`config.mk`:
```
export PLATFORM = sky130hd
export DESIGN_NAME = bcd_seq_adder_ctrl
export DESIGN_NICKNAME = d
export VERILOG_FILES = /design/src/rtl/bcd_pkg.sv /design/src/rtl/bcd_digit_add.sv /design/src/rtl/bcd_seq_adder_ctrl.sv
export SDC_FILE = /design/constraint.sdc
export NUM_CORES = 1
export LEC_CHECK = 0
export ABC_AREA = 0
export BUFFER_PORTS_ARGS = -buffer_cell sky130_fd_sc_hd__buf_2
export CAP_MARGIN = 10
export CORE_ASPECT_RATIO = 0.6
export CORE_MARGIN = 10
export CORE_UTILIZATION = 54
export DETAILED_ROUTE_END_ITERATION = 8
export GPL_TIMING_DRIVEN = 0
export PLACE_DENSITY = 0.8
export SYNTH_ARGS = -nofsm -noshare
export SYNTH_HDL_FRONTEND = slang
export SYNTH_SLANG_ARGS = --single-unit
export TNS_END_PERCENT = 5
```
`constraint.sdc`:
```
create_clock -name clk -period 5.1 [get_ports clk]
set_clock_uncertainty 0.15 [all_clocks]
set_input_delay 0.765 -clock clk [delete_from_list [all_inputs] [get_ports clk]]
set_output_delay 0.765 -clock clk [all_outputs]
set_load 0.005 [all_outputs]
```
`src/rtl/bcd_pkg.sv`:
```
// Shared definitions for the sequential BCD adder: FSM state encoding and
// BCD digit constants (digit width, largest legal digit, decimal correction).
package bcd_pkg;

   localparam int unsigned BCD_W    = 4;
   localparam int unsigned BCD_MAX  = 9;
   localparam int unsigned BCD_CORR = 6;

   typedef enum logic [1:0] {
      IDLE = 2'd0,
      RUN  = 2'd1,
      DONE = 2'd2
   } state_t;

endpackage

```
`src/rtl/bcd_digit_add.sv`:
```
// Single-digit decimal adder (combinational).
// Ports:
//   x, y : BCD digits to add
//   ci   : decimal carry in
//   s    : BCD sum digit
//   co   : decimal carry out
module bcd_digit_add
   import bcd_pkg::*;
(
   input  logic [BCD_W-1:0] x,
   input  logic [BCD_W-1:0] y,
   input  logic             ci,
   output logic [BCD_W-1:0] s,
   output logic             co
);

   logic [BCD_W:0] t;

   // Binary add, then skip the six unused codes when the result exceeds 9.
   always_comb begin
      t  = (BCD_W+1)'(x) + (BCD_W+1)'(y) + (BCD_W+1)'(ci);
      s  = BCD_W'(t);
      co = 1'b0;
      if (t > (BCD_W+1)'(BCD_MAX)) begin
         s  = BCD_W'(t + (BCD_W+1)'(BCD_CORR));
         co = 1'b1;
      end
   end

endmodule

```
`src/rtl/bcd_seq_adder_ctrl.sv`:
```
// Digit-serial packed-BCD adder: one digit per clock through a single
// bcd_digit_add, with a valid/ready handshake on both sides.
// Ports:
//   clk, rst_n          : clock, asynchronous active-low reset
//   in_valid, in_ready  : operand handshake (accepted only in IDLE)
//   a, b, cin           : packed BCD operands (digit 0 in bits [3:0]), carry in
//   out_valid, out_ready: result handshake (result held in DONE)
//   sum, cout, err      : packed BCD sum, decimal carry out, non-BCD digit flag
// Build option: define BCD_DIGIT_CHECK_EN to enable the non-BCD digit check;
// otherwise err is tied low.
module bcd_seq_adder_ctrl
   import bcd_pkg::*;
#(
   parameter int unsigned NDIGITS = 4
)(
   input  logic                     clk,
   input  logic                     rst_n,
   input  logic                     in_valid,
   output logic                     in_ready,
   input  logic [BCD_W*NDIGITS-1:0] a,
   input  logic [BCD_W*NDIGITS-1:0] b,
   input  logic                     cin,
   output logic                     out_valid,
   input  logic                     out_ready,
   output logic [BCD_W*NDIGITS-1:0] sum,
   output logic                     cout,
   output logic                     err
);

   localparam int unsigned DW = BCD_W * NDIGITS;
   localparam int unsigned IW = $clog2(NDIGITS) + 1;

   state_t           state_q, state_nx;
   logic             in_ready_q, in_ready_nx;
   logic             out_valid_q, out_valid_nx;
   logic [DW-1:0]    a_q, b_q, sum_q;
   logic             carry_q;
   logic [IW-1:0]    idx_q;
   logic [BCD_W-1:0] a_d, b_d, s_d;
   logic             co_d;
   logic             accept;
   logic             last_digit;

   assign accept     = (state_q == IDLE) && in_valid;
   assign last_digit = (idx_q == IW'(NDIGITS - 1));
   assign a_d        = a_q[idx_q*BCD_W +: BCD_W];
   assign b_d        = b_q[idx_q*BCD_W +: BCD_W];

   bcd_digit_add u_digit_add (
      .x  (a_d),
      .y  (b_d),
      .ci (carry_q),
      .s  (s_d),
      .co (co_d)
   );

   // State and handshake register
   always_ff @(posedge clk or negedge rst_n) begin
      if (!rst_n) begin
         state_q     <= IDLE;
         in_ready_q  <= 1'b1;
         out_valid_q <= 1'b0;
      end else begin
         state_q     <= state_nx;
         in_ready_q  <= in_ready_nx;
         out_valid_q <= out_valid_nx;
      end
   end

   // Next state; handshake flags are decoded from the next state so they
   // come out of flops aligned with the state they describe.
   always_comb begin
      state_nx = state_q;
      case (state_q)
         IDLE:    if (in_valid)   state_nx = RUN;
         RUN:     if (last_digit) state_nx = DONE;
         DONE:    if (out_ready)  state_nx = IDLE;
         default:                 state_nx = IDLE;
      endcase
      in_ready_nx  = (state_nx == IDLE);
      out_valid_nx = (state_nx == DONE);
   end

   // Operand capture and digit-serial accumulation
   always_ff @(posedge clk or negedge rst_n) begin
      if (!rst_n) begin
         a_q     <= '0;
         b_q     <= '0;
         sum_q   <= '0;
         carry_q <= 1'b0;
         idx_q   <= '0;
      end else if (accept) begin
         a_q     <= a;
         b_q     <= b;
         sum_q   <= '0;
         carry_q <= cin;
         idx_q   <= '0;
      end else if (state_q == RUN) begin
         sum_q[idx_q*BCD_W +: BCD_W] <= s_d;
         carry_q                     <= co_d;
         idx_q                       <= idx_q + IW'(1);
      end
   end

`ifdef BCD_DIGIT_CHECK_EN
   logic err_q;
   logic bad_digit;

   assign bad_digit = (a_d > BCD_W'(BCD_MAX)) || (b_d > BCD_W'(BCD_MAX));

   // Sticky non-BCD flag, cleared for each new operation
   always_ff @(posedge clk or negedge rst_n) begin
      if (!rst_n) begin
         err_q <= 1'b0;
      end else if (accept) begin
         err_q <= 1'b0;
      end else if (state_q == RUN) begin
         err_q <= err_q | bad_digit;
      end
   end

   assign err = err_q;
`else
   assign err = 1'b0;
`endif

   assign in_ready  = in_ready_q;
   assign out_valid = out_valid_q;
   assign sum       = sum_q;
   assign cout      = carry_q;

endmodule

```
# ---- Word level (Yosys, flattened, before mapping)
# Cells that the tools add are included.
# Widths: inputs -> output; s select.
dict set report word_totals {
  output_inout_bits 20
  in_bits 37
  register_bits 56
  word_cells 39
}
dict set report op_classes {
  reduce_logical 4
  eq_ne 4
  shift 4
  n_mux 13
  magnitude_cmp 1
  n_addsub 5
}
# op count
set ops {}
lappend ops {{$neg 5->34} 1}
lappend ops {{$shift 4x34->16 const A} 1}
lappend ops {{$shiftx 4x34->16} 1}
lappend ops {{$mux 16} 2}
lappend ops {{$shiftx 16x6->4} 2}
lappend ops {{$bwmux 16} 1}
lappend ops {{$mux 2} 3}
lappend ops {{$mux 3} 2}
lappend ops {{$pmux 2 s3} 1}
lappend ops {{$add 4x4->5} 1}
lappend ops {{$add 5x1->5} 1}
lappend ops {{$gt 5x4->1 const B} 1}
lappend ops {{$add 4x3->4 const B} 1}
lappend ops {{$eq 2x2->1 const B} 2}
lappend ops {{$logic_not 2->1} 2}
lappend ops {{$mux 4} 1}
lappend ops {{$add 3x1->3 const B} 1}
lappend ops {{$eq 3x2->1 const B} 1}
lappend ops {{$mux 1} 3}
lappend ops {{$eq 2x1->1 const B} 1}
lappend ops {{$reduce_bool 2->1} 1}
lappend ops {{$logic_and 1x1->1} 1}

# ---- Longest topological paths before layout
dict set report depth {
  depth_word 9
  depth_mapped 13
  mapped_depth_nobuf 12
}

# ---- Hierarchy
# Synthesis repeated with hierarchy kept, for this count alone.
dict set report hier_totals {
  cells_unflattened 233
  hier_area_um2 2914.0
}
# mod cells_per_inst area_each_um2 seq_area_each_um2 n_inst
set by_module_without_submodules {}
lappend by_module_without_submodules {bcd_seq_adder_ctrl 211 2702.6 1402.6 1}
lappend by_module_without_submodules {bcd_digit_add 22 211.5 0.0 1}

# ---- Worst setup path before layout
# Ideal clock, no wire load.
dict set report synth_path {
  path_type {register to register}
  start {register idx_q[0]}
  end {register sum_q[2], in the netlist sum[2]}
  t_required_ns 4.869
  setup_slack_ns 1.454
  path_buffers 1
  setup_time_ns 0.081
  stages_incl_launch_ff 14
  t_arrival_ns 3.415
  synth_period_minus_slack_ns 3.646
  cell_sequence {dfrtp_1 buf_2 mux4_2 and2_1 fa_1 fa_1 xnor2_1 ha_1 nor2b_2 nor3b_1 o31a_1 a211oi_2 a21oi_2 o21ai_1}
}
dict set report synth_between {
  elab_chain_cells 9
  elab_cells_between_ends 13
  cone_classes {add/sub (4); order compare (1); shift (4); mux (4)}
}
# element line
set synth_rtl {}
lappend synth_rtl {{start, declared} bcd_seq_adder_ctrl.sv:38} ;# logic [IW-1:0] idx_q;
lappend synth_rtl {{start signal, assigned} bcd_seq_adder_ctrl.sv:101} ;# idx_q <= idx_q + IW'(1);
lappend synth_rtl {{$shiftx 16x6->4, on equally long branches} {bcd_seq_adder_ctrl.sv:46, bcd_seq_adder_ctrl.sv:47}}
lappend synth_rtl {{$add 4x4->5} bcd_digit_add.sv:21} ;# t = (BCD_W+1)'(x) + (BCD_W+1)'(y) + (BCD_W+1)'(ci);
lappend synth_rtl {{$add 5x1->5} bcd_digit_add.sv:21}
lappend synth_rtl {{$add 4x3->4 / $gt 5x4->1 (equally long branches)} {bcd_digit_add.sv:25, bcd_digit_add.sv:24}}
lappend synth_rtl {{$mux 4} bcd_digit_add.sv:24} ;# if (t > (BCD_W+1)'(BCD_MAX)) begin
lappend synth_rtl {{$shiftx 4x34->16} bcd_seq_adder_ctrl.sv:99} ;# sum_q[idx_q*BCD_W +: BCD_W] <= s_d;
lappend synth_rtl {{$bwmux 16 *} bcd_seq_adder_ctrl.sv:99}
lappend synth_rtl {{$mux 16 *} bcd_seq_adder_ctrl.sv:98} ;# end else if (state_q == RUN) begin
lappend synth_rtl {{$mux 16 *} bcd_seq_adder_ctrl.sv:92} ;# end else if (accept) begin
lappend synth_rtl {{end signal, assigned} bcd_seq_adder_ctrl.sv:89} ;# sum_q <= '0;
lappend synth_rtl {{end signal, assigned} bcd_seq_adder_ctrl.sv:95} ;# sum_q <= '0;
lappend synth_rtl {{end signal, assigned by index} bcd_seq_adder_ctrl.sv:99}
lappend synth_rtl {{end, declared} bcd_seq_adder_ctrl.sv:36} ;# logic [DW-1:0] a_q, b_q, sum_q;
# Mark *: on every way between the ends. The rest lies on a longest branch, timed or not. The select of a mux whose other input is x is not followed.
# A chain may end at the register's enable or synchronous reset.

# ---- Worst setup path in the final report
dict set report layout_path {
  start {register idx_q[0]}
  end {register sum_q[10], in the netlist sum[10]}
}
# The elaborated chain is that of the path after synthesis.

==> impl_metrics.yaml <==
timing:
  timing.final.crit_share: 0.802
  fmax_ghz: 0.244
  tightest_slew_ns: 0.574
  hold_ws_ns: 0.291
  tns_ns: 0
  fin_ws_ns: 1.01
  rsz0062_at_grt: "no"
  finalSetupViolations: 0
  maxSlewHeadroom: 0.617
  hold_viol: 0
  slew_viol_final: 0
  fin_crit_ns: 4.09
synthesis:
  synth-adder-area-share: 0.0504
  yosys.area_share.simple: 0.238
  synth_top_family_by_area: "simple AND/OR/NAND/NOR gates"
  ys_types: 47
  synth_compound_gate_area_share: 0.0882
  syn_nets: 329
  synth_seq_cells: 56
  syn_avg_cell_area_um2: 9.86
  synth_seq_area_share: 0.504
  async_flop_share: 1.00
  synth_area_um2: 2780
  yosysWarnings: 0
  synth_edf_count: 0
  synth_xor_xnor_area_share: 0.00900
  synth_mux_area_frac: 0.0792
  syn_inst: 282
  ys.flop_type: "dfrtp_1"
power:
  swShare: 0.449
  seqPwrFrac: 0.277
  combinationalPowerShare: 0.630
  p_sw_w: 0.00119
  cellPowerDensity_nw_per_um2: 814
  peakVddDrop_mv: 0.346
  p_leak_nw: 1.72
  p_int_w: 0.00146
  clockPowerShare: 0.093
cts:
  clk_pin_slew_ns: 0.09
  post-cts-setup-buffers: 0
  clkSinkCount: 56
  cts_tree: "done"
  insertion_delay_ns: 0.31
  htreeDepth: 2
  cts_buffer_depth: 2
  cts_resized: 0
  cts_buffers: 5
  cts_hold_buf: 0
  root_buffer: "clkbuf_8"
worst_setup_path:
  path_buf_inv: 1
  startpoint: "idx_q[0]"
  path_delay_family: "adder cells"
  path_depth: 13
  worst-setup-path-type: "reg -> reg"
  max_stage_delay_ns: 0.52
  r2r-start: "idx_q[0]"
  critPathSlowestCell: "mux4_2"
  r2r_cells: 13
  crit_path_start_kind: "flop"
  worstPathArrival_ns: 4.17
  crit_top_cell: "fa_1"
  crit_fanout: 5
  end_kind: "flop"
  path_cells: "buf_2 -> mux4_2 -> and2_1 -> fa_1 -> fa_1 -> xnor2_1 -> ha_1 -> nor2b_2 -> nor3b_1 -> o31a_1 -> a211oi_2 -> a21oi_2 -> o21ai_1"
  crit_required_ns: 5.18
detailed_routing:
  final_antenna_net_count: 0
  drt-total-wl_um: 6190
  wl_per_cell_um: 15.0
  drtPass1Iterations: 4
  drt_iter0_drc: 107
  via_count: 2140
  drcViolationCount: 0
  via_per_inst: 5.19
cells_and_area:
  n_antenna_cell: 0
  seqCellArea_um2: 1400
  areaGrowthSynthToFinish_pct: 16.9
  final_common_cell: "nand2_1"
  drive_gt1_frac: 0.283
  fin_nets: 392
  finalInstanceArea_um2: 3250
  fillers: 429
  final_cell_mix: "100 x nand2_1, 64 x buf_2, 55 x dfrtp_1"
  multi_input_area_um2: 1300
  final-instance-count-excl-fill: 412
hold_path:
  hold_path_class: "in -> async"
floorplan:
  die_x_um: 113
  ios: 57
  die-height_um: 75.6
  std_cell_rows: 20
  core_um2: 5030
  initial_core_util: 0.553
  dieArea_um2: 8520
run_status:
  status: "finished clean"
grt:
  grt_start_max_net_pins: 57
  grtUsageTotal: 0.150
  grt_pass1_vias: 2178
  antenna_found_initial: 0
  gr-total-overflow: 0
  grt_first_pass_wirelength_um: 10300
placed_design:
  dp_cells: 403
  place_ws_ns: 1.05
  portBuffers: 55
  gp_congestion: 0.762
  place_area_um2: 3140
  hpwlAfterDp_um: 4810
job:
  max-cap-violations: 0
==> path summary, 6_finish.rpt <==
| check | to | slack [ns] |
|---|---|---|
| min in group clk | b_q[8] | 0.33 |
| min | out_valid | 0.29 |
| max | sum[10] | 1.01 |
| max in group asynchronous | a_q[6] | 3.95 |
| max reg2reg | sum[10] | 1.01 |
| min reg2reg | b_q[8] | 0.33 |
==> power groups by stage <==
stage / Combinational (W) / Clock, W / Sequential (W)
floorplan: 0.00130 / 0 / 0.000716
global placement: 0.00161 / 0 / 0.000733
detailed placement: 0.00167 / 0 / 0.000743
CTS: 0.00167 / 0.000254 / 0.000735
global route: 0.00187 / 0.000272 / 0.000755
finish: 0.00167 / 0.000246 / 0.000734
==> cell usage after synthesis (2+ instances only) <==
library cell	n	share of area
nand2_1	100	0.13
dfrtp_1	55	0.49
nand3_1	14	0.025
o21ai_1	12	0.022
buf_2	9	0.016
and2_1	8	0.018
ha_1	8	0.036
mux4_2	8	0.065
nor2_1	7	0.0094
inv_1	5	0.0067
a21oi_1	4	0.0072
mux2i_1	4	0.014
o21ai_0	4	0.0072
a21oi_2	3	0.0094
a22o_1	3	0.0094
clkbuf_1	3	0.0040
nor3b_1	3	0.0081
fa_1	2	0.014
nand2b_1	2	0.0045
==> flip-flops by register name, summed over array words and instances (netlist names) <==
name,cells
b_q,16
cout,1
idx_q,3
a_q,16
in_ready,1
sum,16
state_q,2
out_valid,1
==> kinds of logic (layout without fill, tap and decap cells) <==
logic type / Yosys count / count (layout)
AND/OR/NAND/NOR: 147 / 147
flip-flops: 56 / 56
AO/OA/AOI/OAI: 36 / 36
buffers and inverters: 18 / 82
multiplexers: 12 / 12
adder cells (fa/ha/maj): 10 / 10
XOR/XNOR: 2 / 2
other: 1 / 1
==> per-layer routing <==
| metal | track usage | vias up | wire (um) |
|---|---|---|---|
| met2 | 0.231 | 76 | 2690 |
| met4 | 0.0252 | 0 | 27 |
| met1 | 0.199 | 990 | 2910 |
| met5 | 0 | - | 0 |
| li1 | - | 1070 | - |
| met3 | 0.0590 | 4 | 562 |
==> through the flow <==
stage	total power [W]	util
floorplan	0.00201	-
detailed placement	0.00241	0.624
finish	0.00265	0.647
global route	0.00290	0.647
global placement	0.00234	0.624
CTS	0.00266	0.643
==> layout make-up <==
cell class / count / share of cell area
well taps: 66 / 0.0254
clock inverters: 2 / 0.00308
flip-flops and latches: 56 / 0.431
multi-input cells: 208 / 0.399
repair buffers: 56 / 0.0908
clock buffers: 6 / 0.0254
plain buffers: 13 / 0.0196
inverters: 5 / 0.00577
(Power assumes the default switching activity.)
